### config.mk
export PLATFORM = sky130hd
export DESIGN_NAME = toothless_muldiv
export DESIGN_NICKNAME = d
export VERILOG_FILES = /design/src/rtl/toothless_pkg.sv /design/src/rtl/toothless_muldiv.sv
export SDC_FILE = /design/constraint.sdc
export NUM_CORES = 1
export LEC_CHECK = 0
export CORE_MARGIN = 2
export CORE_UTILIZATION = 36
export CTS_BUF_LIST = sky130_fd_sc_hd__clkbuf_8 sky130_fd_sc_hd__clkbuf_16
export CTS_CLUSTER_SIZE = 8
export DETAILED_ROUTE_END_ITERATION = 6
export PLACE_DENSITY = 0.6
export SKIP_LAST_GASP = 1
export SYNTH_ARGS = -nofsm -noshare
export SYNTH_HDL_FRONTEND = slang
export SYNTH_SLANG_ARGS = --single-unit
export TNS_END_PERCENT = 1
### constraint.sdc
create_clock -name clk_i -period 8.2 [get_ports clk_i]
set_input_delay 1.23 -clock clk_i [delete_from_list [all_inputs] [get_ports clk_i]]
set_output_delay 1.23 -clock clk_i [all_outputs]
set_load 0.01 [all_outputs]
### src/rtl/toothless_pkg.sv
// toothless_pkg: shared types and constants for the toothless core
package toothless_pkg;
  typedef enum logic [2:0] {
    MD_MUL    = 3'b000,
    MD_MULH   = 3'b001,
    MD_MULHSU = 3'b010,
    MD_MULHU  = 3'b011,
    MD_DIV    = 3'b100,
    MD_DIVU   = 3'b101,
    MD_REM    = 3'b110,
    MD_REMU   = 3'b111
  } md_opcode_e;
  typedef enum logic [1:0] {MD_IDLE, MD_CALC, MD_DONE} md_state_e;
  localparam logic [6:0] FUNCT7_MULDIV = 7'b000_0001;
endpackage

### src/rtl/toothless_muldiv.sv
// toothless_muldiv: iterative RV32M multiply/divide unit with valid/ready handshakes
module toothless_muldiv
  import toothless_pkg::*;
#(
  parameter int XLEN      = 32,
  parameter bit EARLY_OUT = 1'b1
) (
  input  logic            clk_i,
  input  logic            rst_ni,
  input  logic            valid_i,
  output logic            ready_o,
  input  md_opcode_e      op_i,
  input  logic [XLEN-1:0] a_i,
  input  logic [XLEN-1:0] b_i,
  input  logic            flush_i,
  output logic            valid_o,
  input  logic            ready_i,
  output logic [XLEN-1:0] result_o
);
  localparam int CW = $clog2(XLEN);
  md_state_e       state_q, state_d;
  md_opcode_e      op_q;
  logic [2*XLEN:0] acc_q, acc_d;
  logic [XLEN-1:0] opnd_q;
  logic            neg_q, spec_q;
  logic [CW-1:0]   cnt_q;
  logic            sa, sb, div0, ovf, special, accept, last;
  logic [XLEN-1:0] a_mag, b_mag, spec_res, div_raw, fin;
  logic [XLEN+1:0] add_x, add_y, sum;
  logic [2*XLEN-1:0] prod;
  assign ready_o = state_q == MD_IDLE;
  assign valid_o = state_q == MD_DONE;
  assign accept  = valid_i & ready_o & ~flush_i;
  assign last    = cnt_q == CW'(XLEN - 1);
  // Request decode: operand signs, magnitudes and the two divide special cases
  always_comb begin
    sa       = a_i[XLEN-1] & (op_i inside {MD_MUL, MD_MULH, MD_MULHSU, MD_DIV, MD_REM});
    sb       = b_i[XLEN-1] & (op_i inside {MD_MUL, MD_MULH, MD_DIV, MD_REM});
    a_mag    = sa ? -a_i : a_i;
    b_mag    = sb ? -b_i : b_i;
    div0     = op_i[2] && b_i == '0;
    ovf      = (op_i == MD_DIV || op_i == MD_REM) && a_i == {1'b1, {(XLEN-1){1'b0}}} && &b_i;
    special  = div0 | ovf;
    spec_res = div0 ? (op_i[1] ? a_i : '1) : (op_i[1] ? '0 : a_i);
  end
  // One radix-2 step; the single adder adds the multiplicand or subtracts the divisor
  always_comb begin
    add_x   = op_q[2] ? {1'b0, acc_q[2*XLEN-1:XLEN-1]} : {1'b0, acc_q[2*XLEN:XLEN]};
    add_y   = op_q[2] ? ~{2'b0, opnd_q} : (acc_q[0] ? {2'b0, opnd_q} : '0);
    sum     = add_x + add_y + {{(XLEN+1){1'b0}}, op_q[2]};
    acc_d   = !op_q[2] ? {1'b0, sum[XLEN:0], acc_q[XLEN-1:1]} :
              sum[XLEN+1] ? {acc_q[2*XLEN-1:0], 1'b0} : {sum[XLEN:0], acc_q[XLEN-2:0], 1'b1};
    prod    = neg_q ? -acc_d[2*XLEN-1:0] : acc_d[2*XLEN-1:0];
    div_raw = op_q[1] ? acc_d[2*XLEN-1:XLEN] : acc_d[XLEN-1:0];
    fin     = !op_q[2] ? (op_q == MD_MUL ? prod[XLEN-1:0] : prod[2*XLEN-1:XLEN]) :
              (neg_q ? -div_raw : div_raw);
  end
  // State register
  always_ff @(posedge clk_i or negedge rst_ni) begin
    if (!rst_ni) state_q <= MD_IDLE;
    else state_q <= state_d;
  end
  // Next state; flush overrides every transition
  always_comb begin
    state_d = state_q;
    unique case (state_q)
      MD_IDLE: if (accept) state_d = (EARLY_OUT && special) ? MD_DONE : MD_CALC;
      MD_CALC: if (last) state_d = MD_DONE;
      MD_DONE: if (ready_i) state_d = MD_IDLE;
      default: state_d = MD_IDLE;
    endcase
    if (flush_i) state_d = MD_IDLE;
  end
  // Datapath: load on accept, iterate in CALC; special results are written at accept and kept
  always_ff @(posedge clk_i or negedge rst_ni) begin
    if (!rst_ni) begin
      op_q     <= MD_MUL;
      acc_q    <= '0;
      opnd_q   <= '0;
      neg_q    <= 1'b0;
      spec_q   <= 1'b0;
      cnt_q    <= '0;
      result_o <= '0;
    end else if (accept) begin
      op_q   <= op_i;
      acc_q  <= {{(XLEN+1){1'b0}}, op_i[2] ? a_mag : b_mag};
      opnd_q <= op_i[2] ? b_mag : a_mag;
      neg_q  <= op_i == MD_REM ? sa : sa ^ sb;
      spec_q <= special;
      cnt_q  <= '0;
      if (special) result_o <= spec_res;
    end else if (state_q == MD_CALC && !flush_i) begin
      acc_q <= acc_d;
      cnt_q <= cnt_q + CW'(1);
      if (last && !spec_q) result_o <= fin;
    end
  end
endmodule

Yosys cells after proc, flatten, opt, wreduce, memory -nomap -nowiden. Index checks and enable logic that the tools add are counted. W data, S select, Z words.

Flip-flop bits (word level): 141. Bits of input ports: 72. Output and inout port bits: 34. Word-level logic and storage cells: 86.

Add/sub/neg operators: 7. Equality and inequality tests: 12. Multiplexer cells: 32. Bitwise logic cells: 8. Reduce and logical (&&, ||, !) cells: 19.

Operator list (number): $mux W32 (16); $mux W65 (4); $neg A32 Y32 (3); $mux W64 (1); $neg A64 Y64 (1); $add A33 B34 Y34 (1); $add A34 B1 Y34 (1); $mux W34 (1); $not A32 Y34 (1); $mux W33 (1); $eq A32 B32 Y1 const B (1); $logic_not A32 Y1 (1); $reduce_and A32 Y1 (1); $mux W2 (5); $mux W5 (2); $eq A3 B3 Y1 const B (2); $logic_not A3 Y1 (2); $pmux W2 S3 (1); $reduce_and A3 Y1 (2); $add A5 B1 Y5 const B (1); $eq A5 B5 Y1 const B (1); $logic_and A1 B1 Y1 (5); $reduce_bool A5 Y1 (1); $and A1 B1 Y1 (4); 17 further kinds (19).

Longest topological paths before layout.
Depth after elaboration: 13. Depth in mapped cells: 38. Depth with buffers taken out: 20.

Least setup slack after synthesis. No wires, ideal clock.

Kind: register to register. Start point: register op_q[2]. End point: register result_o[27]. Library setup time: 0.126 ns. Arrival time: 7.834 ns. Required time: 8.074 ns. Path slack: 0.240 ns. Cell stages (with the launch flop): 31. Path buffers: 15. Clock period less this slack: 7.960 ns. Path through: dfrtp_1 -> buf_2 -> buf_2 -> buf_2 -> buf_2 -> buf_2 -> buf_2 -> buf_2 -> buf_2 -> buf_2 -> buf_1 -> clkbuf_1 -> clkbuf_1 -> clkbuf_1 -> mux2_2 -> fa_1 -> a21o_1 -> a221o_1 -> buf_2 -> a22o_1 -> or4_1 -> nand2_1 -> o21ai_1 -> a311oi_2 -> nand3_1 -> or4b_1 -> buf_2 -> o41ai_2 -> xor2_1 -> nor2_1 -> o32a_1.

Longest elaborated chain between the ends: 12. Elaborated cells between the ends (all ways): 17. Classes of those cells: add/sub (4); mux (12); reduce/logical (1).

Ends and longest elaborated chain: start, declared (RTL line toothless_muldiv.sv:22) `md_opcode_e op_q;`; start signal, assigned (RTL line toothless_muldiv.sv:85) `op_q <= op_i;`; $mux W33 / $mux W34 (equally long branches) (RTL line toothless_muldiv.sv:48, toothless_muldiv.sv:49); $add A33 B34 Y34 (RTL line toothless_muldiv.sv:50) `sum = add_x + add_y + {{(XLEN+1){1'b0}}, op_q[2]};`; $add A34 B1 Y34 (RTL line toothless_muldiv.sv:50); $mux W65 (RTL line toothless_muldiv.sv:52) `sum[XLEN+1] ? {acc_q[2*XLEN-1:0], 1'b0} : {sum[XLEN:0], acc_q[XLEN-2:0], 1'b1};`; $mux W65 (RTL line toothless_muldiv.sv:51) `acc_d = !op_q[2] ? {1'b0, sum[XLEN:0], acc_q[XLEN-1:1]} :`; $neg A64 Y64 / $mux W32 (equally long branches) (RTL line toothless_muldiv.sv:53, toothless_muldiv.sv:54); $mux W64 / $neg A32 Y32 (equally long branches) (RTL line toothless_muldiv.sv:53, toothless_muldiv.sv:56); $mux W32 (on tied branches) (RTL line toothless_muldiv.sv:55, toothless_muldiv.sv:56); $mux W32 (*) (RTL line toothless_muldiv.sv:55) `fin = !op_q[2] ? (op_q == MD_MUL ? prod[XLEN-1:0] : prod[2*XLEN-1:XLEN]) :`; $mux W32 (*) (RTL line toothless_muldiv.sv:95) `if (last && !spec_q) result_o <= fin;`; $mux W32 (*) (RTL line toothless_muldiv.sv:92) `end else if (state_q == MD_CALC && !flush_i) begin`; $mux W32 (*) (RTL line toothless_muldiv.sv:84) `end else if (accept) begin`; end signal, assigned (RTL line toothless_muldiv.sv:91) `if (special) result_o <= spec_res;`; end signal, assigned (RTL line toothless_muldiv.sv:95); end, declared (RTL line toothless_muldiv.sv:18) `output logic [XLEN-1:0] result_o`.

Mark *: on every way between the ends. The rest lies on a longest branch, timed or not. The select of a mux whose other input is x is not followed. A chain may end at the register's enable or synchronous reset.

Final worst setup path.
Start point: register op_q[2]. End point: register result_o[20].

The elaborated chain is that of the path after synthesis.

==> metrics.md <==
| Metric | Value |
|---|---|
| Post-CTS Hold Buffers | `0` |
| Comb power frac | `0.667` |
| Max_cap viols | `0` |
| Clk slew on worst S/H paths | `70 ps` |
| Worst Skew | `14.60 ps` |
| TritonRoute pass-1 iters | `6` |
| Post-CTS sizing | `0` |
| Syn_nets | `2341` |
| Row count | `77` |
| Clk_lat worst skew | `480 ps` |
| Int Pwr | `2632 uW` |
| CTS tree | `done` |
| Post-route cell area | `0.01824 mm^2` |
| Setup bufs post-CTS | `0` |
| Die Wd | `216.0 um` |
| R2R Setup Slk | `1340 ps` |
| Slew @ Worst Pin | `1042 ps` |
| Post-synth EDFFs | `0` |
| Sw Ratio | `0.5539` |
| Synth Cell Area | `0.01618 mm^2` |
| Antenna viol nets, final | `0` |
| Launch point of the worst path | `op_q[2]` |
| Vias in the first global route | `16.60k` |
| Routed wire per std cell | `26.27 um` |
| HPWL Detailed | `58.37 mm` |
| Root Driver | `clkbuf_16` |
| Num CTS Buffers | `17` |
| PnR Total Power | `5901 uW` |
| R2r startpoint | `op_q[2]` |
| Ys async rst share | `1.000` |
| Syn-to-layout area delta | `12.70%` |
| CP endpoint | `result_o[20]` |
| Synth Register Bits | `141` |
| Die area | `0.04666 mm^2` |
| Final period util | `0.8361` |
| Max-slew violation count | `0` |
| Pwr Density | `323.6 mW/mm^2` |
| Startpoint types | `flip-flop` |
| Placed Area | `0.01764 mm^2` |
| Global-route wire length before repair | `110.0 mm` |
| Worst r2r path cells | `19` |
| Min-Delay Path Class | `flip-flop to flip-flop` |
| Crit. End Element | `flip-flop` |
| Reg2reg end | `result_o[20]` |
| Diodes inserted | `0` |
| Yosys cell types | `102` |
| Final setup fails | `0` |
| Synth Instances | `2228` |
| Vias per inst | `6.391` |
| Layout filler cell count | `4646` |
| Pin count of the biggest net entering global routing | `115` |
| Status | `finished, final reports clean` |
| Core Footprint | `0.04432 mm^2` |
| Share of layout cells above drive strength 1 | `0.08296` |
| Worst-path fanout max | `78` |
| Core Util, Final | `0.4115` |
| RSZ-0062 raised after global routing | `no` |
| Via count | `18.11k` |
| Max transition margin | `0.3027` |
| Vert. Die Dim | `216.0 um` |
| Port bufs | `105` |
| IO Pins | `106` |
| Clock sinks | `141` |
| Max IR drop VDD | `0.1762 mV` |
| Post-synthesis sequential area ratio | `0.2180` |
| Overflow left after global routing | `0` |
| Final Hold Viols | `0` |
| Routability congestion estimate | `1.021` |
| Drt drc | `0` |
| Most used DFF post-synth | `dfrtp_1` |
| Nets | `2342` |
| NetSw | `3269 uW` |
| Starting Density | `0.3651` |
| Initial DRC Count | `2523` |
| WS Path Type | `flip-flop to flip-flop` |
| Routed WL | `74.45 mm` |
| Sequential power share | `0.192` |
| Leak Pwr | `0.006831 uW` |
| Min Clock Period, post-route | `6856 ps` |
| Setup TNS | `0 ps` |
| Signal arrival time at the worst endpoint | `7220 ps` |
| CTS max path bufs | `2` |
| Fmax | `145.9 MHz` |
| H-tree depth | `4` |
| Total GRT Usage | `0.3144` |
| CP required | `8570 ps` |
| Clock Power Share | `0.141` |
| Initial antenna violation count | `0` |
| Avg Cell Area, Syn | `7.263 um^2` |
| Yosys synthesis warning count | `0` |
-- worst min path at each step --
stage                            from  cells past startpoint          end
after floorplan            opnd_q[11]                      2   opnd_q[11]
after global placement    result_o[9]                      1  result_o[9]
after detailed placement  result_o[9]                      1  result_o[9]
after CTS                 result_o[9]                      1  result_o[9]
after global routing      result_o[9]                      1  result_o[9]
final                     result_o[9]                      1  result_o[9]
-- flip-flops by register name, indices dropped and copies added, names as in the netlist --
register	cells
result_o	32
op_q	3
state_q	2
cnt_q	5
neg_q	1
spec_q	1
opnd_q	32
acc_q	65
-- power groups by stage --
| stage | logic (uW) | registers [uW] | clock network [uW] |
|---|---|---|---|
| after detailed placement | 3810 | 1130 | 0 |
| after global placement | 3800 | 1130 | 0 |
| after floorplan | 2600 | 986 | 0 |
| after global routing | 4190 | 1140 | 866 |
| after CTS | 3820 | 1120 | 837 |
| final | 3930 | 1130 | 834 |
-- critical path: stages, from the launching register on --
cell and delay (ps):
dfrtp_4 440, buf_4 660, mux2_2 410, ha_1 390, a21oi_1 240, o21ai_0 180
a211o_1 380, a21oi_2 640, buf_4 320, a31o_2 300, ha_1 340, nand4_1 230
or2_2 380, nor3_1 420, nand2_1 250, or2_2 350, nor4_1 240, mux2i_1 220
a21oi_1 80, o22a_1 190
-- cells in the final DEF (no fill, tap or decap), drive strengths merged, types with 21 or more instances in the layout --
cell type / count
a22o: 21
a211oi: 27
o31ai: 44
o211ai: 52
nor3: 60
buf: 44
mux2i: 49
inv: 39
nand2: 289
nand4: 24
ha: 39
xnor2: 83
nand3: 42
a21oi: 190
a31oi: 36
xor2: 59
nor2: 225
o21ai: 234
mux2: 45
clkdlybuf4s50: 103
or3: 32
dfrtp: 141
-- cells by family after synthesis --
group                      share of synthesized area
AOI/OAI and AO/OA                             0.3210
xor gates and xnor gates                     0.07686
adders and majority gates                    0.03696
buffers and inverters                        0.04956
DFF                                           0.2180
muxes                                        0.06441
and+or+nand+nor                               0.2332
-- cell type report --
cell class	instances	area (um^2)	area share
Sequential cell	141	3533	0.1937
Tap cell	592	740.7	0.04061
Clock inverter	14	156.4	0.008576
Multi-Input combinational cell	1889	11880	0.6513
Inverter	33	123.9	0.006792
Timing Repair Buffer	147	1365	0.07485
Clock buffer	18	439.2	0.02408
-- cell usage after synthesis (40+ instances only) --
master	instances	share of area
a21oi_1	186	0.058
clkbuf_1	118	0.027
dfrtp_1	141	0.22
mux2_2	45	0.031
mux2i_1	49	0.030
nand2_1	289	0.067
nand3_1	40	0.012
nor2_1	225	0.052
nor3_1	60	0.019
o211ai_1	52	0.024
o21ai_0	228	0.071
xnor2_1	83	0.045
xor2_1	59	0.032
-- routing by layer --
metal,GRT usage,vias to the layer above,share of wire
li1,-,8252,-
met1,0.4306,8788,0.43
met2,0.4992,919,0.45
met3,0.04905,153,0.082
met4,0.1158,0,0.041
met5,0,-,0
-- through the flow --
step / worst slack, ps / cells / hold WS (ps)
2_1_floorplan: 240.0 / 2228 / 455.3
3_3_place_gp: 1623 / 2802 / 475.6
3_5_place_dp: 1537 / 2802 / 481.6
4_1_cts: 1530 / 2834 / 504.8
5_1_grt: 973.7 / 2834 / 514.0
6_report: 1344 / 2834 / 501.3
Power figures use the tool's default switching activity.
